File: src/rtl/pin_route_sequencer.sv
// Sequences pin-group route changes: tristate guard, apply, settle, one group at a time.
// Optional macro ROUTE_RESET_HOLD_EN: hold_reset follows hiz[3] (otherwise constant 0).
module pin_route_sequencer #(
  parameter int GUARD_CYCLES  = 16,
  parameter int SETTLE_CYCLES = 8
) (
  input  logic       clock,
  input  logic       reset,
  input  logic [3:0] sw_req,
  output logic [3:0] route,
  output logic [3:0] hiz,
  output logic       busy,
  output logic       done,
  output logic [1:0] done_grp,
  output logic       hold_reset
);

  typedef enum logic [1:0] {
    IDLE   = 2'd0,
    GUARD  = 2'd1,
    APPLY  = 2'd2,
    SETTLE = 2'd3
  } state_t;

  localparam logic [7:0] GUARD_LOAD  = 8'(GUARD_CYCLES - 1);
  localparam logic [7:0] SETTLE_LOAD = 8'(SETTLE_CYCLES - 1);

  state_t     state_q, state_d;
  logic [7:0] cnt_q, cnt_d;
  logic [1:0] rr_q, rr_d;
  logic [1:0] grp_q, grp_d;
  logic       tgt_q, tgt_d;
  logic [3:0] route_q, route_d;
  logic [3:0] hiz_q, hiz_d;
  logic       busy_q, busy_d;
  logic       done_q, done_d;
  logic [1:0] done_grp_q, done_grp_d;

  logic [3:0] pending_s;
  logic [7:0] rot8_s;
  logic [1:0] grant_off_s;
  logic [1:0] grant_idx_s;
  logic       grant_valid_s;

  // Round-robin arbiter: rotate pending so rr_q sits at bit 0, then take the first set bit.
  always_comb begin
    pending_s     = sw_req ^ route_q;
    rot8_s        = {pending_s, pending_s} >> rr_q;
    grant_valid_s = |pending_s;
    casez (rot8_s[3:0])
      4'b???1: grant_off_s = 2'd0;
      4'b??10: grant_off_s = 2'd1;
      4'b?100: grant_off_s = 2'd2;
      4'b1000: grant_off_s = 2'd3;
      default: grant_off_s = 2'd0;
    endcase
    grant_idx_s = rr_q + grant_off_s;
  end

  // State, counter and grant bookkeeping register.
  always_ff @(posedge clock) begin
    if (reset) begin
      state_q <= IDLE;
      cnt_q   <= 8'd0;
      rr_q    <= 2'd0;
      grp_q   <= 2'd0;
      tgt_q   <= 1'b0;
    end else begin
      state_q <= state_d;
      cnt_q   <= cnt_d;
      rr_q    <= rr_d;
      grp_q   <= grp_d;
      tgt_q   <= tgt_d;
    end
  end

  // Next-state logic; counters load N-1 on entry and stop at zero.
  always_comb begin
    state_d = state_q;
    cnt_d   = cnt_q;
    rr_d    = rr_q;
    grp_d   = grp_q;
    tgt_d   = tgt_q;
    case (state_q)
      IDLE: begin
        if (grant_valid_s) begin
          state_d = GUARD;
          cnt_d   = GUARD_LOAD;
          rr_d    = grant_idx_s + 2'd1;
          grp_d   = grant_idx_s;
          tgt_d   = sw_req[grant_idx_s];
        end else begin
          state_d = IDLE;
        end
      end
      GUARD: begin
        if (cnt_q == 8'd0) begin
          state_d = APPLY;
        end else begin
          cnt_d = cnt_q - 8'd1;
        end
      end
      APPLY: begin
        state_d = SETTLE;
        cnt_d   = SETTLE_LOAD;
      end
      SETTLE: begin
        if (cnt_q == 8'd0) begin
          state_d = IDLE;
        end else begin
          cnt_d = cnt_q - 8'd1;
        end
      end
      default: begin
        state_d = IDLE;
      end
    endcase
  end

  // Output next values; hiz/busy look ahead at state_d so they are registered yet cycle-aligned.
  always_comb begin
    route_d = route_q;
    if (state_q == APPLY) begin
      route_d[grp_q] = tgt_q;
    end else begin
      route_d = route_q;
    end
    hiz_d      = (state_d != IDLE) ? (4'b0001 << grp_d) : 4'b0000;
    busy_d     = (state_d != IDLE);
    done_d     = (state_q == SETTLE) && (cnt_q == 8'd0);
    done_grp_d = done_d ? grp_q : done_grp_q;
  end

  // Output register.
  always_ff @(posedge clock) begin
    if (reset) begin
      route_q    <= 4'b0000;
      hiz_q      <= 4'b0000;
      busy_q     <= 1'b0;
      done_q     <= 1'b0;
      done_grp_q <= 2'd0;
    end else begin
      route_q    <= route_d;
      hiz_q      <= hiz_d;
      busy_q     <= busy_d;
      done_q     <= done_d;
      done_grp_q <= done_grp_d;
    end
  end

  assign route    = route_q;
  assign hiz      = hiz_q;
  assign busy     = busy_q;
  assign done     = done_q;
  assign done_grp = done_grp_q;

`ifdef ROUTE_RESET_HOLD_EN
  logic hold_reset_q;

  // Propeller reset hold tracks the group-3 tristate window.
  always_ff @(posedge clock) begin
    if (reset) begin
      hold_reset_q <= 1'b0;
    end else begin
      hold_reset_q <= hiz_d[3];
    end
  end

  assign hold_reset = hold_reset_q;
`else
  assign hold_reset = 1'b0;
`endif

endmodule

File: config.mk
export PLATFORM = sky130hd
export DESIGN_NAME = pin_route_sequencer
export DESIGN_NICKNAME = d
export VERILOG_FILES = /design/src/rtl/pin_route_sequencer.sv
export SDC_FILE = /design/constraint.sdc
export NUM_CORES = 1
export LEC_CHECK = 0
export BUFFER_PORTS_ARGS = -buffer_cell sky130_fd_sc_hd__clkbuf_2
export CAP_MARGIN = 20
export CORE_UTILIZATION = 46
export CTS_CLUSTER_SIZE = 14
export DETAILED_ROUTE_END_ITERATION = 12
export PLACE_DENSITY = 0.68
export SETUP_SLACK_MARGIN = 0.1
export SYNTH_ARGS = -nofsm -noshare
export SYNTH_HDL_FRONTEND = slang
export SYNTH_SLANG_ARGS = --single-unit
File: constraint.sdc
create_clock -name clock -period 2.4 [get_ports clock]
set_input_delay 0.36 -clock clock [delete_from_list [all_inputs] [get_ports clock]]
set_output_delay 0.36 -clock clock [all_outputs]
set_load 0.02 [all_outputs]
==> flow_results.xml, run 1 <==
<?xml version="1.0" encoding="UTF-8"?>
<metrics>
  <group name="timing">
    <metric name="maxClockFrequency" unit="MHz">439</metric>
    <metric name="layout_min_cycle_time" unit="ps">2280</metric>
    <metric name="setup_skew" unit="ps">9.86</metric>
    <metric name="fin_crit_sh" unit="%">94.9</metric>
    <metric name="fin_setup_tns" unit="ps">0</metric>
    <metric name="rsz_0062_raised_after_global_routing" unit="">yes</metric>
    <metric name="setup-violations-final" unit="">0</metric>
    <metric name="fin_ws" unit="ps">122</metric>
    <metric name="timing_hold_violations_final" unit="">0</metric>
    <metric name="final-max-slew-violation-count" unit="">0</metric>
  </group>
  <group name="yosys">
    <metric name="post_synth_instance_area" unit="sq um">1350</metric>
    <metric name="post_synthesis_mux_area_share" unit="%">4.47</metric>
    <metric name="count_of_flip_flops_with_a_built_in_enable_after_synthesis" unit="">0</metric>
    <metric name="synth_fa_ha_area_share" unit="%">1.86</metric>
    <metric name="synth_area_per_cell" unit="sq um">8.41</metric>
    <metric name="synth.ff_latch_count" unit="">27</metric>
    <metric name="post-synth-top-area-fraction" unit="%">40.2</metric>
    <metric name="synth_area_leaders" unit="">sky130_fd_sc_hd__dfxtp_1, sky130_fd_sc_hd__nor2_1, sky130_fd_sc_hd__mux2i_1</metric>
    <metric name="ys_top_cells_by_count" unit="">sky130_fd_sc_hd__dfxtp_1, sky130_fd_sc_hd__nor2_1, sky130_fd_sc_hd__a21oi_1, sky130_fd_sc_hd__nand2_1, sky130_fd_sc_hd__nand3_1</metric>
    <metric name="synth.most_common_cell" unit="">sky130_fd_sc_hd__dfxtp_1</metric>
    <metric name="mappedNetlistNets" unit="">168</metric>
    <metric name="async_reset_ff_share" unit="%">0</metric>
    <metric name="synth_top_family_by_area" unit="">simple AND/OR/NAND/NOR gates</metric>
    <metric name="post_synth_num_cell_types" unit="">44</metric>
    <metric name="syn-instance-count" unit="">160</metric>
    <metric name="synth_top_area_cell" unit="">sky130_fd_sc_hd__dfxtp_1</metric>
    <metric name="ys_seq_area_share" unit="%">40.2</metric>
    <metric name="synth-simple-area-share" unit="%">24.8</metric>
    <metric name="synth_compound_gate_area_share" unit="%">18.2</metric>
    <metric name="yosysWarningCount" unit="">0</metric>
    <metric name="synthXorXnorAreaFrac" unit="%">6.42</metric>
    <metric name="dominant_synthesized_flop_cell" unit="">sky130_fd_sc_hd__dfxtp_1</metric>
  </group>
  <group name="worst_hold_path">
    <metric name="hp-class" unit="">flop to flop</metric>
  </group>
  <group name="drt">
    <metric name="avgRoutedWirePerCell" unit="um">13.0</metric>
    <metric name="routed_wirelength" unit="mm">2.82</metric>
    <metric name="drt-pass1-iter-count" unit="">4</metric>
    <metric name="drt_iter0_markers" unit="">39</metric>
    <metric name="post_detailed_route_drc_marker_count" unit="">0</metric>
    <metric name="routed-via-count" unit="">1258</metric>
    <metric name="post_drt_via_cell_ratio" unit="">5.80</metric>
    <metric name="detail-route-antenna-nets" unit="">0</metric>
  </group>
  <group name="clock_network">
    <metric name="cts_tree" unit="">done</metric>
    <metric name="cts.root.buffer_cell" unit="">sky130_fd_sc_hd__clkbuf_4</metric>
    <metric name="numCtsBuffers" unit="">3</metric>
    <metric name="cts.clk_slew.worst_paths" unit="ps">140</metric>
    <metric name="cts_max_level" unit="">1</metric>
    <metric name="clock-sinks" unit="">27</metric>
    <metric name="ctsHoldBuffers" unit="">0</metric>
    <metric name="clock_path_buffers" unit="">2</metric>
    <metric name="later_pin_clock_latency_in_the_skew_report" unit="ps">310</metric>
  </group>
  <group name="setup_path">
    <metric name="critical-path-max-stage-delay" unit="ps">620</metric>
    <metric name="timing.critical_path.arrival" unit="ps">2510</metric>
    <metric name="critical_path.cell_chain" unit="">nor3_1 -&gt; a311oi_2 -&gt; o21ai_1 -&gt; ha_2 -&gt; or3_4 -&gt; a221o_1 -&gt; a32o_1</metric>
    <metric name="setup.worst_path.end_class" unit="">flop</metric>
    <metric name="worstReg2RegStart" unit="">rr_q[0]$_SDFFE_PP0P_</metric>
    <metric name="path_depth" unit="">7</metric>
    <metric name="regToRegEndpoint" unit="">tgt_q$_SDFFE_PP0P_</metric>
    <metric name="critical-path-slowest-cell" unit="">sky130_fd_sc_hd__dfxtp_1</metric>
    <metric name="timing.reg2reg.setup_slack" unit="ps">120</metric>
    <metric name="path_max_fanout" unit="">10</metric>
    <metric name="start_point_of_the_critical_path" unit="">rr_q[0]$_SDFFE_PP0P_</metric>
    <metric name="crit_family" unit="">compound AO/OA/AOI/OAI gates</metric>
    <metric name="timing.critical_path.to" unit="">tgt_q$_SDFFE_PP0P_</metric>
    <metric name="path_class" unit="">flop to flop</metric>
    <metric name="critical_path_buf_inv_count" unit="">0</metric>
    <metric name="reg2regPathDepth" unit="">7</metric>
    <metric name="required" unit="ps">2630</metric>
    <metric name="startpoint_type" unit="">flop</metric>
  </group>
  <group name="layout">
    <metric name="flow.area_growth_from_synthesis" unit="%">22.4</metric>
    <metric name="final_layout_size_suffix_gt1_share" unit="%">25.3</metric>
    <metric name="antennaDiodeCount" unit="">0</metric>
    <metric name="number_of_nets_at_the_end_of_the_flow" unit="">195</metric>
  </group>
  <group name="global_routing">
    <metric name="grt_util_all_layers" unit="%">18.9</metric>
    <metric name="antenna_found_initial" unit="">0</metric>
    <metric name="grt_pass1_wl" unit="mm">4.77</metric>
    <metric name="grt_max_degree" unit="">22</metric>
    <metric name="overflow" unit="">0</metric>
    <metric name="first_global_vias" unit="">1145</metric>
  </group>
  <group name="power_and_ir_drop">
    <metric name="power_switching_share" unit="%">34.7</metric>
    <metric name="seq_power_share" unit="%">49.8</metric>
    <metric name="clockPowerShare" unit="%">16.7</metric>
    <metric name="irDropWorstVdd" unit="mV">0.507</metric>
    <metric name="static-leakage-power" unit="uW">0.000679</metric>
    <metric name="total_power" unit="uW">1130</metric>
    <metric name="power.net_switching" unit="uW">392</metric>
    <metric name="internal_power" unit="uW">736</metric>
    <metric name="pwr_density_cell" unit="nW/um^2">685</metric>
    <metric name="power.share.combinational" unit="%">33.5</metric>
  </group>
  <group name="place">
    <metric name="numPortBuffers" unit="">17</metric>
    <metric name="gp_congestion" unit="">0.948</metric>
    <metric name="detailedPlacementHpwl" unit="mm">2.00</metric>
    <metric name="pre_cts_ws" unit="ps">-70.6</metric>
  </group>
  <group name="die">
    <metric name="io-pin-count" unit="">19</metric>
    <metric name="die_w" unit="um">56.1</metric>
    <metric name="die_area" unit="sq um">3140</metric>
    <metric name="initial_utilization" unit="%">48.8</metric>
    <metric name="core_region_area" unit="sq um">2760</metric>
    <metric name="placementRows" unit="">19</metric>
    <metric name="dieHeight" unit="um">56.1</metric>
  </group>
  <group name="status">
    <metric name="status" unit="">finished, final reports clean</metric>
  </group>
  <group name="run">
    <metric name="maxCapViolCount" unit="">0</metric>
  </group>
</metrics>
==> power by group through the flow <==
stage	clock (uW)	combinational [uW]	sequential, uW
after floorplan	0	257	565
after global placement	0	345	569
after detailed placement	0	351	569
after CTS	197	356	557
after global routing	215	422	572
final	188	377	562
==> registers in the layout (all words and copies together), names as in the netlist <==
register	cells
busy	1
cnt_q	8
done	1
done_grp	2
grp_q	2
hiz	4
route	4
rr_q	2
state_q	2
tgt_q	1
==> metal layers <==
| layer | vias up | wire length [um] | global-route usage (%) |
|---|---|---|---|
| met2 | 46 | 1310 | 31.5 |
| met3 | 4 | 149 | 4.19 |
| met4 | 0 | 35 | 4.88 |
| li1 | 631 | - | - |
| met5 | - | 0 | 0 |
| met1 | 577 | 1320 | 24.7 |
==> cells by family (layout without fill, tap and decap cells) <==
| group | after synthesis | in the layout |
|---|---|---|
| buffers and inverters | 12 | 38 |
| other | 1 | 1 |
| DFF | 27 | 27 |
| xor gates and xnor gates | 9 | 9 |
| and+or+nand+nor | 66 | 66 |
| muxes | 6 | 6 |
| AOI/OAI and AO/OA | 37 | 37 |
| adders and majority gates | 2 | 2 |
==> cell usage in the layout, fill, tap and decap left out, types with 2 or more instances in the layout <==
cell / synthesis / final
sky130_fd_sc_hd__inv_1: 5 / 5
sky130_fd_sc_hd__clkbuf_2: 0 / 17
sky130_fd_sc_hd__nand3_1: 8 / 8
sky130_fd_sc_hd__o21ai_0: 7 / 6
sky130_fd_sc_hd__nand2_1: 8 / 8
sky130_fd_sc_hd__dfxtp_4: 0 / 4
sky130_fd_sc_hd__xor2_4: 0 / 2
sky130_fd_sc_hd__nor2_1: 22 / 22
sky130_fd_sc_hd__xnor2_2: 0 / 2
sky130_fd_sc_hd__nor3_1: 7 / 6
sky130_fd_sc_hd__buf_4: 1 / 12
sky130_fd_sc_hd__clkbuf_4: 0 / 3
sky130_fd_sc_hd__a21oi_1: 11 / 10
sky130_fd_sc_hd__o21ai_1: 1 / 2
sky130_fd_sc_hd__dfxtp_1: 27 / 23
sky130_fd_sc_hd__xor2_1: 4 / 2
sky130_fd_sc_hd__mux2i_1: 6 / 6
sky130_fd_sc_hd__a211oi_1: 3 / 3
sky130_fd_sc_hd__or3_1: 4 / 4
sky130_fd_sc_hd__nor3b_1: 3 / 3
sky130_fd_sc_hd__nor2b_1: 3 / 3
sky130_fd_sc_hd__xnor2_1: 4 / 2
sky130_fd_sc_hd__a221oi_1: 2 / 2
sky130_fd_sc_hd__a311oi_2: 0 / 2
sky130_fd_sc_hd__and3_1: 2 / 2
sky130_fd_sc_hd__and2_1: 3 / 3
==> final cells by class <==
class | instances | area, sq um
Tap cell | 31 | 38.8
Timing Repair Buffer | 29 | 175
Sequential cell | 27 | 556
Inverter | 5 | 18.8
Clock buffer | 4 | 26.3
Fill cell | 250 | 1110
Multi-Input combinational cell | 121 | 832
==> how the worst min path moves through the flow <==
| stage | from | end | depth (start not counted) |
|---|---|---|---|
| final | done_grp[1]$_SDFFE_PP0P_ | done_grp[1]$_SDFFE_PP0P_ | 2 |
| after global placement | done_grp[1]$_SDFFE_PP0P_ | done_grp[1]$_SDFFE_PP0P_ | 2 |
| after global routing | sw_req[1] | tgt_q$_SDFFE_PP0P_ | 3 |
| after detailed placement | done_grp[1]$_SDFFE_PP0P_ | done_grp[1]$_SDFFE_PP0P_ | 2 |
| after CTS | done_grp[1]$_SDFFE_PP0P_ | done_grp[1]$_SDFFE_PP0P_ | 2 |
| after floorplan | reset | busy$_SDFF_PP0_ | 1 |
==> worst register-to-register path, stage by stage, from the launching register on <==
cell and delay, ps:
sky130_fd_sc_hd__dfxtp_1 620, sky130_fd_sc_hd__nor3_1 140, sky130_fd_sc_hd__a311oi_2 220, sky130_fd_sc_hd__o21ai_1 110
sky130_fd_sc_hd__ha_2 180, sky130_fd_sc_hd__or3_4 390, sky130_fd_sc_hd__a221o_1 330, sky130_fd_sc_hd__a32o_1 210
==> timing repair <==
item / in CTS / in global routing
endpoints found under the setup margin: 1 / 7
resized for setup: 6 / 8
cloned: 0 / 0
pin swaps: 0 / 5
buffers inserted: 2 / 0
==> per-stage QoR <==
| step | utilization, % | hold WS (ps) | instance area [sq um] | std cells |
|---|---|---|---|---|
| floorplan | - | 463 | 1380 | 160 |
| global placement | 56.0 | 443 | 1540 | 211 |
| detailed placement | 56.0 | 453 | 1540 | 211 |
| CTS | 58.7 | 472 | 1620 | 217 |
| global route | 59.7 | 496 | 1650 | 217 |
| finish | 59.7 | 467 | 1650 | 217 |
(Power assumes the default switching activity.)
==> inputs of run 2 (changes only) <==
--- a/config.mk
+++ b/config.mk
@@ -5,7 +5,7 @@
 export SDC_FILE = /design/constraint.sdc
 export NUM_CORES = 1
 export LEC_CHECK = 0
-export BUFFER_PORTS_ARGS = -buffer_cell sky130_fd_sc_hd__clkbuf_2
+export BUFFER_PORTS_ARGS = -buffer_cell sky130_fd_sc_hd__buf_2
 export CAP_MARGIN = 20
 export CORE_UTILIZATION = 46
 export CTS_CLUSTER_SIZE = 14
==> run 2 against run 1 <==
Effect of this change: sequential cell count unchanged; register-to-register slack better by 40 ps; total power increased by 0.28%; core utilization is 0.14 points higher; maximum frequency up 2.0%; design area up 0.23%; wire length is 0.46% lower; die area unchanged; non-clock buffer count unchanged; clock power is essentially flat; critical path depth up 3; via count fell by 2.1%; critical path type unchanged; highest routed layer unchanged.
==> flow_results.xml, run 2 (synthesis results as in run 1) <==
<?xml version="1.0" encoding="UTF-8"?>
<metrics>
  <group name="setup_path">
    <metric name="start_point_of_the_critical_path" unit="">route[2]$_SDFFE_PP0P_</metric>
    <metric name="timing.critical_path.arrival" unit="ps">2470</metric>
    <metric name="regToRegEndpoint" unit="">tgt_q$_SDFFE_PP0P_</metric>
    <metric name="timing.reg2reg.setup_slack" unit="ps">170</metric>
    <metric name="required" unit="ps">2640</metric>
    <metric name="path_max_fanout" unit="">5</metric>
    <metric name="reg2regPathDepth" unit="">10</metric>
    <metric name="startpoint_type" unit="">flop</metric>
    <metric name="worstReg2RegStart" unit="">route[2]$_SDFFE_PP0P_</metric>
    <metric name="path_class" unit="">flop to flop</metric>
    <metric name="setup.worst_path.end_class" unit="">flop</metric>
    <metric name="timing.critical_path.to" unit="">tgt_q$_SDFFE_PP0P_</metric>
  </group>
  <group name="die">
    <metric name="core_region_area" unit="sq um">2760</metric>
    <metric name="io-pin-count" unit="">19</metric>
    <metric name="die_w" unit="um">56.1</metric>
    <metric name="die_area" unit="sq um">3140</metric>
    <metric name="dieHeight" unit="um">56.1</metric>
    <metric name="placementRows" unit="">19</metric>
    <metric name="initial_utilization" unit="%">48.8</metric>
  </group>
  <group name="global_routing">
    <metric name="grt_pass1_wl" unit="mm">4.83</metric>
    <metric name="first_global_vias" unit="">1157</metric>
    <metric name="overflow" unit="">0</metric>
    <metric name="antenna_found_initial" unit="">0</metric>
    <metric name="grt_max_degree" unit="">22</metric>
    <metric name="grt_util_all_layers" unit="%">19.0</metric>
  </group>
  <group name="layout">
    <metric name="antennaDiodeCount" unit="">0</metric>
    <metric name="n_fill_cell" unit="">257</metric>
    <metric name="layout.cells.most_common_list" unit="">sky130_fd_sc_hd__nor2_1, sky130_fd_sc_hd__dfxtp_1, sky130_fd_sc_hd__buf_2</metric>
    <metric name="final_layout_size_suffix_gt1_share" unit="%">25.3</metric>
    <metric name="final_core_util" unit="%">59.8</metric>
    <metric name="top_register" unit="">cnt_q</metric>
    <metric name="stdcell_area" unit="sq um">1650</metric>
    <metric name="flow.area_growth_from_synthesis" unit="%">22.7</metric>
    <metric name="largest_register_ffs" unit="">8</metric>
    <metric name="number_of_nets_at_the_end_of_the_flow" unit="">195</metric>
  </group>
  <group name="worst_hold_path">
    <metric name="hp-class" unit="">input port to flop</metric>
  </group>
  <group name="clock_network">
    <metric name="clock_path_buffers" unit="">2</metric>
    <metric name="clock-sinks" unit="">27</metric>
    <metric name="later_pin_clock_latency_in_the_skew_report" unit="ps">320</metric>
    <metric name="cts_tree" unit="">done</metric>
    <metric name="cts.root.buffer_cell" unit="">sky130_fd_sc_hd__clkbuf_4</metric>
    <metric name="cts_max_level" unit="">1</metric>
    <metric name="numCtsBuffers" unit="">3</metric>
    <metric name="cts.clk_slew.worst_paths" unit="ps">140</metric>
  </group>
  <group name="timing">
    <metric name="final-max-slew-violation-count" unit="">0</metric>
    <metric name="setup_skew" unit="ps">10.1</metric>
    <metric name="timing_hold_violations_final" unit="">0</metric>
    <metric name="setup-violations-final" unit="">0</metric>
    <metric name="fin_setup_tns" unit="ps">0</metric>
    <metric name="maxClockFrequency" unit="MHz">448</metric>
    <metric name="rsz_0062_raised_after_global_routing" unit="">no</metric>
    <metric name="layout_min_cycle_time" unit="ps">2230</metric>
    <metric name="fin_crit_sh" unit="%">93.1</metric>
  </group>
  <group name="drt">
    <metric name="avgRoutedWirePerCell" unit="um">12.9</metric>
    <metric name="routed_wirelength" unit="mm">2.80</metric>
    <metric name="drt-pass1-iter-count" unit="">4</metric>
    <metric name="post_detailed_route_drc_marker_count" unit="">0</metric>
    <metric name="post_drt_via_cell_ratio" unit="">5.67</metric>
    <metric name="drt_iter0_markers" unit="">32</metric>
    <metric name="routed-via-count" unit="">1231</metric>
    <metric name="detail-route-antenna-nets" unit="">0</metric>
  </group>
  <group name="status">
    <metric name="status" unit="">finished, final reports clean</metric>
  </group>
  <group name="power_and_ir_drop">
    <metric name="irDropWorstVdd" unit="mV">0.655</metric>
    <metric name="pwr_density_cell" unit="nW/um^2">685</metric>
    <metric name="static-leakage-power" unit="uW">0.000686</metric>
  </group>
  <group name="place">
    <metric name="numPortBuffers" unit="">17</metric>
    <metric name="placed_area" unit="sq um">1540</metric>
    <metric name="gp_congestion" unit="">0.950</metric>
    <metric name="detailedPlacementHpwl" unit="mm">2.07</metric>
  </group>
  <group name="run">
    <metric name="maxCapViolCount" unit="">0</metric>
  </group>
</metrics>
## run 2: cell types whose count changed in the layout (fill, tap and decap cells not counted), sizes merged
cell / previous run / this run
clkbuf: 21 / 4
buf: 12 / 29
## run 2: how the worst min path moves through the flow
stage	startpoint	end	depth (start not counted)
after floorplan	reset	busy$_SDFF_PP0_	1
after global placement	done_grp[1]$_SDFFE_PP0P_	done_grp[1]$_SDFFE_PP0P_	2
after detailed placement	done_grp[1]$_SDFFE_PP0P_	done_grp[1]$_SDFFE_PP0P_	2
after CTS	reset	state_q[1]$_SDFF_PP0_	2
after global routing	reset	grp_q[1]$_SDFF_PP0_	2
final	reset	done$_SDFF_PP0_	2
## run 2: routing by layer
metal	wire length [um]	track usage, %	up-vias
li1	-	-	631
met1	1350	24.5	566
met2	1330	32.3	30
met3	89	2.79	4
met4	39	6.62	0
met5	0	0	-
## run 2: what timing repair did
action,in CTS,in global routing
gates resized for setup,5,9
setup endpoints to repair,1,8
setup buffers,1,1
pin swaps,0,7
hold buffers,0,0
## run 2: cell type report
cell class / count / area [sq um] / area share [%]
multi-input combinational: 121 / 837 / 50.7
timing repair buffer: 29 / 175 / 10.6
inverter: 5 / 18.8 / 1.14
clock buffer: 4 / 26.3 / 1.59
sequential: 27 / 554 / 33.6
tap: 31 / 38.8 / 2.35
## run 2: stage by stage
stage | hold WS (ps) | instances | setup WS [ps] | power [uW]
finish | 405 | 217 | 166 | 1130
global placement | 440 | 211 | -7.26 | 913
global route | 427 | 217 | 65.0 | 1200
detailed placement | 450 | 211 | -66.4 | 923
CTS | 400 | 216 | 107 | 1120
floorplan | 463 | 160 | 114 | 822
## run 2: report_power, final
group          internal, uW  switching (uW)
registers               500            63.8
logic                   172             204
clock network          65.1             126
## run 2: worst max-delay path: stages (launching register included)
cell                      delay [ps]
sky130_fd_sc_hd__dfxtp_4         390
sky130_fd_sc_hd__xor2_4          160
sky130_fd_sc_hd__buf_4           150
sky130_fd_sc_hd__nor2_1           80
sky130_fd_sc_hd__nor3_1           50
sky130_fd_sc_hd__a21oi_1         150
sky130_fd_sc_hd__o21ai_1          90
sky130_fd_sc_hd__ha_2            180
sky130_fd_sc_hd__or3_4           390
sky130_fd_sc_hd__a221o_1         300
sky130_fd_sc_hd__a32o_1          220
==> inputs of run 3 (changes only) <==
--- a/config.mk
+++ b/config.mk
@@ -8,9 +8,8 @@
 export BUFFER_PORTS_ARGS = -buffer_cell sky130_fd_sc_hd__buf_2
 export CAP_MARGIN = 20
 export CORE_UTILIZATION = 46
-export CTS_CLUSTER_SIZE = 14
 export DETAILED_ROUTE_END_ITERATION = 12
-export PLACE_DENSITY = 0.68
+export PLACE_DENSITY = 0.72
 export SETUP_SLACK_MARGIN = 0.1
 export SYNTH_ARGS = -nofsm -noshare
 export SYNTH_HDL_FRONTEND = slang
==> run 3 against run 2 <==
Effect of this change: sequential share of layout area decreased by 0.40 points; global-route usage increased by 0.21 points; sequential cell count unchanged; largest power group unchanged; critical endpoint unchanged; non-clock buffer count increased by 4; combinational power about the same; clock skew decreased by 2.2 ps; count of clock-buffer cells in the layout decreased by 1; final cell count increased by 1.8%; via count about the same.
==> flow_results.xml, run 3 (synthesis results as in run 1) <==
<?xml version="1.0" encoding="UTF-8"?>
<metrics>
  <group name="clock_network">
    <metric name="numCtsBuffers" unit="">3</metric>
    <metric name="cts_max_level" unit="">1</metric>
    <metric name="cts_tree" unit="">done</metric>
    <metric name="cts.root.buffer_cell" unit="">sky130_fd_sc_hd__clkbuf_4</metric>
    <metric name="clock-sinks" unit="">27</metric>
    <metric name="clock_path_buffers" unit="">2</metric>
    <metric name="cts.clk_slew.worst_paths" unit="ps">140</metric>
    <metric name="ctsHoldBuffers" unit="">0</metric>
    <metric name="later_pin_clock_latency_in_the_skew_report" unit="ps">330</metric>
  </group>
  <group name="timing">
    <metric name="setup_skew" unit="ps">7.91</metric>
    <metric name="setup-violations-final" unit="">0</metric>
    <metric name="maxClockFrequency" unit="MHz">446</metric>
    <metric name="layout_min_cycle_time" unit="ps">2240</metric>
    <metric name="timing_hold_violations_final" unit="">0</metric>
    <metric name="rsz_0062_raised_after_global_routing" unit="">yes</metric>
    <metric name="final-max-slew-violation-count" unit="">0</metric>
    <metric name="fin_setup_tns" unit="ps">0</metric>
    <metric name="fin_crit_sh" unit="%">93.3</metric>
  </group>
  <group name="die">
    <metric name="die_w" unit="um">56.1</metric>
    <metric name="placementRows" unit="">19</metric>
    <metric name="core_region_area" unit="sq um">2760</metric>
    <metric name="io-pin-count" unit="">19</metric>
    <metric name="dieHeight" unit="um">56.1</metric>
    <metric name="initial_utilization" unit="%">48.8</metric>
    <metric name="die_area" unit="sq um">3140</metric>
  </group>
  <group name="global_routing">
    <metric name="antenna_found_initial" unit="">0</metric>
    <metric name="grt_max_degree" unit="">22</metric>
    <metric name="grt_util_all_layers" unit="%">19.2</metric>
    <metric name="first_global_vias" unit="">1165</metric>
    <metric name="overflow" unit="">0</metric>
    <metric name="grt_pass1_wl" unit="mm">4.89</metric>
  </group>
  <group name="layout">
    <metric name="n_fill_cell" unit="">238</metric>
    <metric name="largest_register_ffs" unit="">8</metric>
    <metric name="antennaDiodeCount" unit="">0</metric>
    <metric name="flow.area_growth_from_synthesis" unit="%">24.5</metric>
    <metric name="most_common_cell_after_layout_fill_and_taps_aside" unit="">sky130_fd_sc_hd__dfxtp_1</metric>
    <metric name="final_layout_size_suffix_gt1_share" unit="%">25.8</metric>
    <metric name="layout.cells.most_common_list" unit="">sky130_fd_sc_hd__dfxtp_1, sky130_fd_sc_hd__nor2_1, sky130_fd_sc_hd__buf_2</metric>
    <metric name="final_core_util" unit="%">60.7</metric>
    <metric name="number_of_nets_at_the_end_of_the_flow" unit="">199</metric>
    <metric name="stdcell_count" unit="">221</metric>
    <metric name="top_register" unit="">cnt_q</metric>
  </group>
  <group name="setup_path">
    <metric name="path_max_fanout" unit="">5</metric>
    <metric name="path_class" unit="">flop to flop</metric>
    <metric name="setup.worst_path.end_class" unit="">flop</metric>
    <metric name="startpoint_type" unit="">flop</metric>
    <metric name="timing.critical_path.arrival" unit="ps">2480</metric>
    <metric name="required" unit="ps">2640</metric>
  </group>
  <group name="power_and_ir_drop">
    <metric name="static-leakage-power" unit="uW">0.000711</metric>
    <metric name="pwr_density_cell" unit="nW/um^2">675</metric>
    <metric name="irDropWorstVdd" unit="mV">0.479</metric>
  </group>
  <group name="drt">
    <metric name="routed-via-count" unit="">1230</metric>
    <metric name="drt-pass1-iter-count" unit="">4</metric>
    <metric name="avgRoutedWirePerCell" unit="um">12.9</metric>
    <metric name="drt_iter0_markers" unit="">42</metric>
    <metric name="post_drt_via_cell_ratio" unit="">5.57</metric>
    <metric name="routed_wirelength" unit="mm">2.86</metric>
    <metric name="post_detailed_route_drc_marker_count" unit="">0</metric>
    <metric name="detail-route-antenna-nets" unit="">0</metric>
  </group>
  <group name="place">
    <metric name="numPortBuffers" unit="">17</metric>
    <metric name="place.detailed.instances" unit="">212</metric>
    <metric name="detailedPlacementHpwl" unit="mm">2.19</metric>
    <metric name="gp_congestion" unit="">0.853</metric>
  </group>
  <group name="run">
    <metric name="maxCapViolCount" unit="">0</metric>
  </group>
  <group name="worst_hold_path">
    <metric name="hp-class" unit="">input port to flop</metric>
  </group>
  <group name="status">
    <metric name="status" unit="">finished, final reports clean</metric>
  </group>
</metrics>
-- run 3: repair_timing --
action,in CTS,in global routing
setup endpoints to repair,1,4
pin swaps,0,4
resized for setup,7,4
buffers inserted,3,2
-- run 3: per-stage QoR --
step	worst slack [ps]	power, uW	hold WS [ps]	cell area, sq um
finish	160	1130	401	1670
global route	97.1	1200	415	1670
CTS	107	1120	405	1640
detailed placement	-83.8	929	457	1550
global placement	-23.3	912	441	1550
floorplan	114	822	463	1380
-- run 3: path summary, 6_finish.rpt --
check / slack (ps) / endpoint / depth (start not counted) / from
setup / recovery: 160 / tgt_q$_SDFFE_PP0P_ / 8 / route[1]$_SDFFE_PP0P_
hold / removal: 400 / state_q[1]$_SDFF_PP0_ / 2 / reset
setup reg to reg: 160 / tgt_q$_SDFFE_PP0P_ / 8 / route[1]$_SDFFE_PP0P_
hold reg to reg: 470 / done_grp[0]$_SDFFE_PP0P_ / 2 / done_grp[0]$_SDFFE_PP0P_
-- run 3: metal layers --
metal / track usage [%] / share of wire [%]
met4: 5.57 / 1.6
met2: 33.2 / 48
met1: 24.6 / 47
met5: 0 / 0
met3: 3.26 / 3.7
-- run 3: area by class of cell --
cell class / count / area [sq um] / share of cell area (%)
Clock buffer: 3 / 22.5 / 1.35
Clock inverter: 1 / 5.00 / 0.299
Inverter: 5 / 18.8 / 1.12
Multi-Input combinational cell: 121 / 828 / 49.5
Sequential cell: 27 / 556 / 33.2
Tap cell: 31 / 38.8 / 2.32
Timing Repair Buffer: 33 / 205 / 12.3
-- run 3: power by group --
group	internal (uW)	total, uW	switching (uW)
combinational	172	377	204
sequential	498	559	61.0
clock	62.6	195	132
total	733	1130	397
-- run 3: critical path, cell delays in order, from the launching register on --
cell and delay [ps]:
sky130_fd_sc_hd__dfxtp_4 400, sky130_fd_sc_hd__xnor2_4 210, sky130_fd_sc_hd__nor3_1 80, sky130_fd_sc_hd__a311oi_1 270, sky130_fd_sc_hd__o21ai_1 90, sky130_fd_sc_hd__ha_1 190, sky130_fd_sc_hd__or3_4 390, sky130_fd_sc_hd__a221o_1 300
sky130_fd_sc_hd__a32o_1 210
